--- src/rtl/instruction_handler.sv ---
`default_nettype none
// ============================================================================
// Module   : instruction_handler
// Brief    : Registered execute stage of a 16-bit Nandgame-style CPU.
//            Handles operand select, ALU, jump condition and output register.
// Revision : 1.0
// ============================================================================

module instruction_handler_mux (
    input  logic        sel,
    input  logic [15:0] in0,
    input  logic [15:0] in1,
    output logic [15:0] out
);
    assign out = sel ? in1 : in0;
endmodule

module instruction_handler_alu (
    input  logic [15:0] x,
    input  logic [15:0] y,
    input  logic        u,
    input  logic        op1,
    input  logic        op0,
    input  logic        zx,
    input  logic        sw,
    output logic [15:0] r
);
    logic [15:0] x_sw;
    logic [15:0] y_sw;
    logic [15:0] x_z;

    // Swap happens before zeroing, so zx always clears whichever operand ends up as X.
    assign x_sw = sw ? y : x;
    assign y_sw = sw ? x : y;
    assign x_z  = zx ? 16'h0000 : x_sw;

    always_comb begin
        r = 16'h0000;
        unique case ({u, op1, op0})
            3'b100:  r = x_z + y_sw;
            3'b101:  r = x_z + 16'h0001;
            3'b110:  r = x_z - y_sw;
            3'b111:  r = x_z - 16'h0001;
            3'b000:  r = x_z & y_sw;
            3'b001:  r = x_z | y_sw;
            3'b010:  r = x_z ^ y_sw;
            default: r = ~x_z;
        endcase
    end
endmodule

module instruction_handler_cond (
    input  logic [15:0] r,
    input  logic        lt,
    input  logic        eq,
    input  logic        gt,
    output logic        j
);
    logic is_neg;
    logic is_zero;

    assign is_neg  = r[15];
    assign is_zero = (r == 16'h0000);
    assign j       = (lt & is_neg) | (eq & is_zero) | (gt & ~is_neg & ~is_zero);
endmodule

module instruction_handler (
    input  logic        clk,
    input  logic        rst_n,
    input  logic [15:0] I,
    input  logic [15:0] A,
    input  logic [15:0] D,
    input  logic [15:0] addr_A,
    output logic [15:0] R,
    output logic        a,
    output logic        d,
    output logic        addr_a,
    output logic        j
);
    logic [15:0] y_sel;
    logic [15:0] alu_r;
    logic        jump;

    logic [15:0] result_d, result_q;
    logic        we_a_d, we_a_q;
    logic        we_d_d, we_d_q;
    logic        we_m_d, we_m_q;
    logic        jump_d, jump_q;

    // Opcode class bits I[15:13] and I[11] do not influence this stage.
    logic unused_bits;
    assign unused_bits = ^{I[15:13], I[11]};

    instruction_handler_mux u_mux (
        .sel (I[12]),
        .in0 (A),
        .in1 (addr_A),
        .out (y_sel)
    );

    instruction_handler_alu u_alu (
        .x   (D),
        .y   (y_sel),
        .u   (I[10]),
        .op1 (I[9]),
        .op0 (I[8]),
        .zx  (I[7]),
        .sw  (I[6]),
        .r   (alu_r)
    );

    instruction_handler_cond u_cond (
        .r  (alu_r),
        .lt (I[2]),
        .eq (I[1]),
        .gt (I[0]),
        .j  (jump)
    );

    always_comb begin
        result_d = alu_r;
        we_a_d   = I[5];
        we_d_d   = I[4];
        we_m_d   = I[3];
        jump_d   = jump;
    end

    always_ff @(posedge clk or negedge rst_n) begin
        if (!rst_n) begin
            result_q <= 16'h0000;
            we_a_q   <= 1'b0;
            we_d_q   <= 1'b0;
            we_m_q   <= 1'b0;
            jump_q   <= 1'b0;
        end else begin
            result_q <= result_d;
            we_a_q   <= we_a_d;
            we_d_q   <= we_d_d;
            we_m_q   <= we_m_d;
            jump_q   <= jump_d;
        end
    end

    assign R      = result_q;
    assign a      = we_a_q;
    assign d      = we_d_q;
    assign addr_a = we_m_q;
    assign j      = jump_q;
endmodule

`default_nettype wire

--- config.mk ---
export PLATFORM = sky130hd
export DESIGN_NAME = instruction_handler
export DESIGN_NICKNAME = d
export VERILOG_FILES = /design/src/rtl/instruction_handler.sv
export SDC_FILE = /design/constraint.sdc
export NUM_CORES = 1
export LEC_CHECK = 0
export CORE_ASPECT_RATIO = 1.25
export CORE_UTILIZATION = 30
export CTS_BUF_LIST = sky130_fd_sc_hd__clkbuf_4
export DETAILED_ROUTE_END_ITERATION = 7
export DONT_BUFFER_PORTS = 1
export PLACE_DENSITY = 0.41
export SLEW_MARGIN = 20
export SYNTH_ARGS = -nofsm -noshare
export SYNTH_HDL_FRONTEND = slang
export SYNTH_SLANG_ARGS = --single-unit
--- constraint.sdc ---
create_clock -name clk -period 0.8 [get_ports clk]
set_input_delay 0.24 -clock clk [delete_from_list [all_inputs] [get_ports clk]]
set_output_delay 0.24 -clock clk [all_outputs]
set_load 0.01 [all_outputs]
==> results.cfg, run 1 <==
[run_status]
violations = negative setup slack
status = complete, but fails checks

[route]
wirelength_mm = 12.4
wire_per_inst_um = 16.0
vias = 3953
drtPass1Iterations = 4
drc = 0
final_antenna_net_count = 0
drtIter0Drc = 180
vias_per_cell = 5.08

[job]
max_cap_violations = 0

[min_path]
hold_path.class = in -> async

[finish]
fin_area_um2 = 5720
final_common_cell = buf_4
drive_above_1_share_pct = 46.3
nFillCells = 1213
final_cell_mix = 145 x buf_4, 42 x inv_1, 42 x ha_1, 31 x mux2i_1, 31 x nor2_1
syn_to_final_growth_pct = 50.7
utilization_pct = 46.8
finalNetCount = 729

[power_and_ir_drop]
power_density_nw_per_um2 = 1140
p_leak_nw = 2.69
ir_drop_uv = 541

[timing]
slew_headroom_pct = 42.9
fin_crit_sh_pct = 484
hold_viol_final = 0
setup_viol = 37
tightest_slew_ns = 0.855
fin_ws_ns = -3.07
slew_viol_final = 0
timing.fmax_mhz = 258
period_needed_ns = 3.87
holdWs_ns = 0.0299
rsz0062_at_grt = true

[synth]
yosysUniqueCellTypes = 60
synthFlopType = dfrtp_1
yosysTopAreaCellShare_pct = 15.8
synth_area_um2 = 3800
ys_warn_count = 0
synthCells = 468
synthArstFlopShare_pct = 100
syn_area_per_cell_um2 = 8.11
synth-seq-cells = 20
synth_edf_count = 0
synthTopCellsByArea = ha_1 16%, dfrtp_1 13%, mux2i_1 9.2%
yosysTopAreaCell = ha_1
synth_nets = 583
ys_seq_area_share_pct = 13.2

[placed_design]
place_area_um2 = 5100
place.gp.congestion = 0.845
hpwl_mm = 9.60
portBuffers = 0

[worst_setup_path]
path_max_fanout = 20
cp.required_ns = 0.98
worstPathArrival_ns = 4.06
worst_setup_path_end_kind = flop
worst-setup-path-type = in -> reg
cp-start-kind = input pin

[grt]
grt_max_degree = 41
globalRouteOverflowTotal = 0
antenna_found_initial = 1
track_usage_pct = 19.2
grt_pass1_vias = 4009
grt_pass1_wl_mm = 19.9

[die]
io_pins = 86
core_um2 = 12200
die-height_um = 128
std_cell_rows = 45
die_w_um = 103
initial_core_util_pct = 31.1
die_area_um2 = 13100

[cts]
cts_buffer_depth = 2
h-tree-depth = 1
clock_sinks = 20
clk_pin_slew_worst_paths_ns = 0.10
ctsRootBufferMaster = clkbuf_4
cts_inserted_buffers = 3
cts_tree = yes
## power breakdown
part           switching [mW]  internal (mW)  leakage (nW)
clock                   0.277          0.182        0.0154
sequential              0.161           1.20         0.237
combinational            2.10           2.58          2.44
total                    2.54           3.96          2.69
## routing by layer
metal	share of wire (%)	global-route usage, %	up-vias
met2	47	32.6	89
met3	2.8	0.436	9
met1	49	26.4	1865
li1	-	-	1990
met4	1.2	5.29	0
met5	0	0	-
## Yosys cell counts, types with 8 or more instances
cell / n
nand2_1: 20
nor2_1: 38
o22ai_1: 9
or2_2: 12
mux2_2: 16
ha_1: 48
dfrtp_1: 20
clkbuf_1: 11
a211oi_1: 8
o21a_1: 10
inv_1: 43
nor3_1: 17
xnor2_1: 17
a21oi_1: 21
nand3_1: 11
mux2i_1: 35
o21ai_0: 33
## path summary, 6_finish.rpt
kind | startpoint | to | slack, ns | depth (start not counted)
max | I[12] | j | -3.07 | 17
min | rst_n | R[1] | 0.03 | 1
max in group asynchronous | rst_n | j | 0.24 | 1
min in group clk | I[2] | j | 0.08 | 2
## cells by family (layout without fill, tap and decap cells)
kind of cell | count (synthesis) | after routing | synth area share, %
AO/OA/AOI/OAI | 124 | 124 | 21.8
XOR/XNOR | 19 | 19 | 4.38
adder cells (fa/ha/maj) | 49 | 49 | 16.3
buffers and inverters | 72 | 217 | 8.27
flip-flops | 20 | 20 | 13.2
multiplexers | 65 | 65 | 20.6
other | 0 | 1 | 0
AND/OR/NAND/NOR | 119 | 119 | 15.5
## stage by stage
| stage | power [mW] | worst slack [ns] | instances | setup TNS [ns] |
|---|---|---|---|---|
| floorplan | 3.83 | -3.42 | 468 | -37.63 |
| global placement | 5.22 | -3.53 | 747 | -39.14 |
| detailed placement | 5.26 | -3.52 | 747 | -39.27 |
| CTS | 6.22 | -3.05 | 769 | -42.78 |
| global route | 7.07 | -3.29 | 778 | -39.71 |
| finish | 6.50 | -3.07 | 778 | -36.65 |
## critical path: stages
cell	delay, ns
mux2_4	0.29
mux2i_4	0.20
buf_6	0.14
nand4_1	0.17
a21oi_1	0.27
a21oi_2	0.04
o21ai_1	0.13
ha_1	0.30
or3b_4	0.39
a31o_4	0.24
or4b_4	0.52
nor4_2	0.15
buf_4	0.15
nand3b_1	0.08
or4_1	0.49
mux2i_1	0.16
mux2i_1	0.08
## area by class of cell
| class | count | area (um2) | share of cell area [%] |
|---|---|---|---|
| clock inverter | 1 | 3.75 | 0.0656 |
| sequential | 20 | 500 | 8.75 |
| timing repair buffer | 167 | 1330 | 23.3 |
| tap | 164 | 205 | 3.59 |
| inverter | 46 | 173 | 3.02 |
| multi-input combinational | 376 | 3480 | 60.8 |
| clock buffer | 3 | 22.5 | 0.394 |
| antenna | 1 | 2.50 | 0.0437 |
## what timing repair did
item,in CTS,in global routing
setup endpoints to repair,37,57
hold buffers,4,0
gates resized for setup,46,42
hold endpoints to repair,23,0
buffers inserted,14,12
pin swaps,26,47
## registers in the layout, summed over array words and instances, names as in the netlist
| name | count |
|---|---|
| R | 16 |
| a | 1 |
| addr_a | 1 |
| d | 1 |
| j | 1 |
Power figures use the tool's default switching activity.
==> run 2: changes to the inputs <==
--- a/config.mk
+++ b/config.mk
@@ -8,10 +8,10 @@
 export CORE_ASPECT_RATIO = 1.25
 export CORE_UTILIZATION = 30
 export CTS_BUF_LIST = sky130_fd_sc_hd__clkbuf_4
+export CTS_CLUSTER_SIZE = 30
 export DETAILED_ROUTE_END_ITERATION = 7
 export DONT_BUFFER_PORTS = 1
 export PLACE_DENSITY = 0.41
-export SLEW_MARGIN = 20
 export SYNTH_ARGS = -nofsm -noshare
 export SYNTH_HDL_FRONTEND = slang
 export SYNTH_SLANG_ARGS = --single-unit
==> results of run 2 <==
Same layout as run 1: the final DEF is identical, and so are final timing and power.
==> run 3: changes to the inputs <==
--- a/config.mk
+++ b/config.mk
@@ -12,6 +12,7 @@
 export DETAILED_ROUTE_END_ITERATION = 7
 export DONT_BUFFER_PORTS = 1
 export PLACE_DENSITY = 0.41
+export SKIP_LAST_GASP = 1
 export SYNTH_ARGS = -nofsm -noshare
 export SYNTH_HDL_FRONTEND = slang
 export SYNTH_SLANG_ARGS = --single-unit
==> results.cfg, run 3 (synthesis results as in run 1) <==
[run_status]
status = complete, but fails checks
violations = negative setup slack

[route]
final_antenna_net_count = 0
top_layer = met4
wl_met2_mm = 5.88
drtIter0Drc = 180
drtPass1Iterations = 4
wirelength_mm = 12.4
wl_met3_um = 353
drc = 0
wl_met1_mm = 6.02
vias_per_cell = 5.08
wire_per_inst_um = 16.0
vias = 3953

[cts]
cts_inserted_buffers = 3
clk_pin_slew_worst_paths_ns = 0.10
cts_tree = yes
h-tree-depth = 1
cts_buffer_depth = 2
ctsRootBufferMaster = clkbuf_4
clock_sinks = 20

[grt]
grt_pass1_vias = 4005
grt_max_degree = 41
antenna_found_initial = 1
track_usage_pct = 19.2
globalRouteOverflowTotal = 0
grt_pass1_wl_mm = 19.9

[timing]
period_needed_ns = 3.87
rsz0062_at_grt = true
setup_viol = 37
timing.fmax_mhz = 258
fin_ws_ns = -3.07
hold_viol_final = 0
slew_viol_final = 0
tightest_slew_ns = 0.855
slew_headroom_pct = 42.9
fin_crit_sh_pct = 484

[finish]
finalNetCount = 729
final_common_cell = buf_4
stdcell_count = 778
drive_above_1_share_pct = 46.3
syn_to_final_growth_pct = 50.7
final_cell_mix = 145 x buf_4, 42 x inv_1, 42 x ha_1, 31 x mux2i_1, 31 x nor2_1
nFillCells = 1213
largest_register_ffs = 16

[die]
die_area_um2 = 13100
std_cell_rows = 45
die_w_um = 103
io_pins = 86
die-height_um = 128
initial_core_util_pct = 31.1
core_um2 = 12200

[worst_setup_path]
cp_common_cell = mux2i_1
worstPathArrival_ns = 4.06
cp_top_family = simple AND/OR/NAND/NOR gates
cpMaxStageDelayCell = or4b_4
worst-setup-path-type = in -> reg
cp-start-kind = input pin
path_buf_inv = 2
cp.required_ns = 0.98
path_max_fanout = 20
worst_setup_path_end_kind = flop
crit_chain = mux2_4, mux2i_4, buf_6, nand4_1, a21oi_1, a21oi_2, o21ai_1, ha_1, or3b_4, a31o_4, or4b_4, nor4_2, buf_4, nand3b_1, or4_1, mux2i_1, mux2i_1
cp_slowest_stage_delay_ns = 0.52

[power_and_ir_drop]
p_leak_nw = 2.69
power_density_nw_per_um2 = 1140
ir_drop_uv = 541

[placed_design]
hpwl_mm = 9.60
place.gp.congestion = 0.845
portBuffers = 0
dp_worst_setup_slack_ns = -3.52
dp.cells = 747

[min_path]
hold_path.class = in -> async

[job]
max_cap_violations = 0
-- run 3: cell counts in the layout (fill, tap and decap cells not counted) --
Identical to the previous run, type by type.
-- run 3: timing repair --
item                       in CTS  in global routing
hold buffers                    4                  0
cloned                          0                  0
buffers inserted               14                 12
gates resized for setup        43                 44
setup endpoints to repair      37                 57
hold endpoints to repair       23                  0
pin swaps                      25                 48
-- run 3: stage by stage --
| step | utilization, % | total power [mW] | hold slack, ns | TNS (ns) | instance area (um2) |
|---|---|---|---|---|---|
| 6_report | 46.8 | 6.50 | 0.0299 | -36.65 | 5720 |
| 5_1_grt | 46.8 | 7.07 | 0.0819 | -39.71 | 5720 |
| 4_1_cts | 44.6 | 6.20 | 0.0659 | -42.82 | 5450 |
| 3_5_place_dp | 41.8 | 5.26 | -0.0552 | -39.27 | 5100 |
| 3_3_place_gp | 41.8 | 5.22 | -0.0550 | -39.14 | 5100 |
| 2_1_floorplan | - | 3.83 | -0.0556 | -37.63 | 4050 |
-- run 3: per-layer routing --
| layer | vias up | GRT usage (%) |
|---|---|---|
| met3 | 9 | 0.436 |
| met2 | 89 | 32.6 |
| li1 | 1990 | - |
| met1 | 1865 | 26.4 |
| met5 | - | 0 |
| met4 | 0 | 5.29 |
-- run 3: final timing paths --
kind                       startpoint  endpoint  slack [ns]  depth (start not counted)
min in group clk                 I[2]         j        0.08                          2
min                             rst_n      R[1]        0.03                          1
max                             I[12]         j       -3.07                         17
max in group asynchronous       rst_n         j        0.24                          1
-- run 3: area by class of cell --
cell class              instances  area, um2  share of cell area [%]
clock buffers                   3       22.5                   0.394
diodes                          1       2.50                  0.0437
well taps                     164        205                    3.59
multi-input cells             376       3480                    60.8
clock inverters                 1       3.75                  0.0656
repair buffers                167       1330                    23.3
flip-flops and latches         20        500                    8.75
inverters                      46        173                    3.02
-- run 3: power by group --
| part | total (mW) | internal (mW) | switching [mW] |
|---|---|---|---|
| registers | 1.36 | 1.20 | 0.161 |
| logic | 4.68 | 2.58 | 2.10 |
| clock network | 0.459 | 0.182 | 0.277 |
| total | 6.50 | 3.96 | 2.54 |
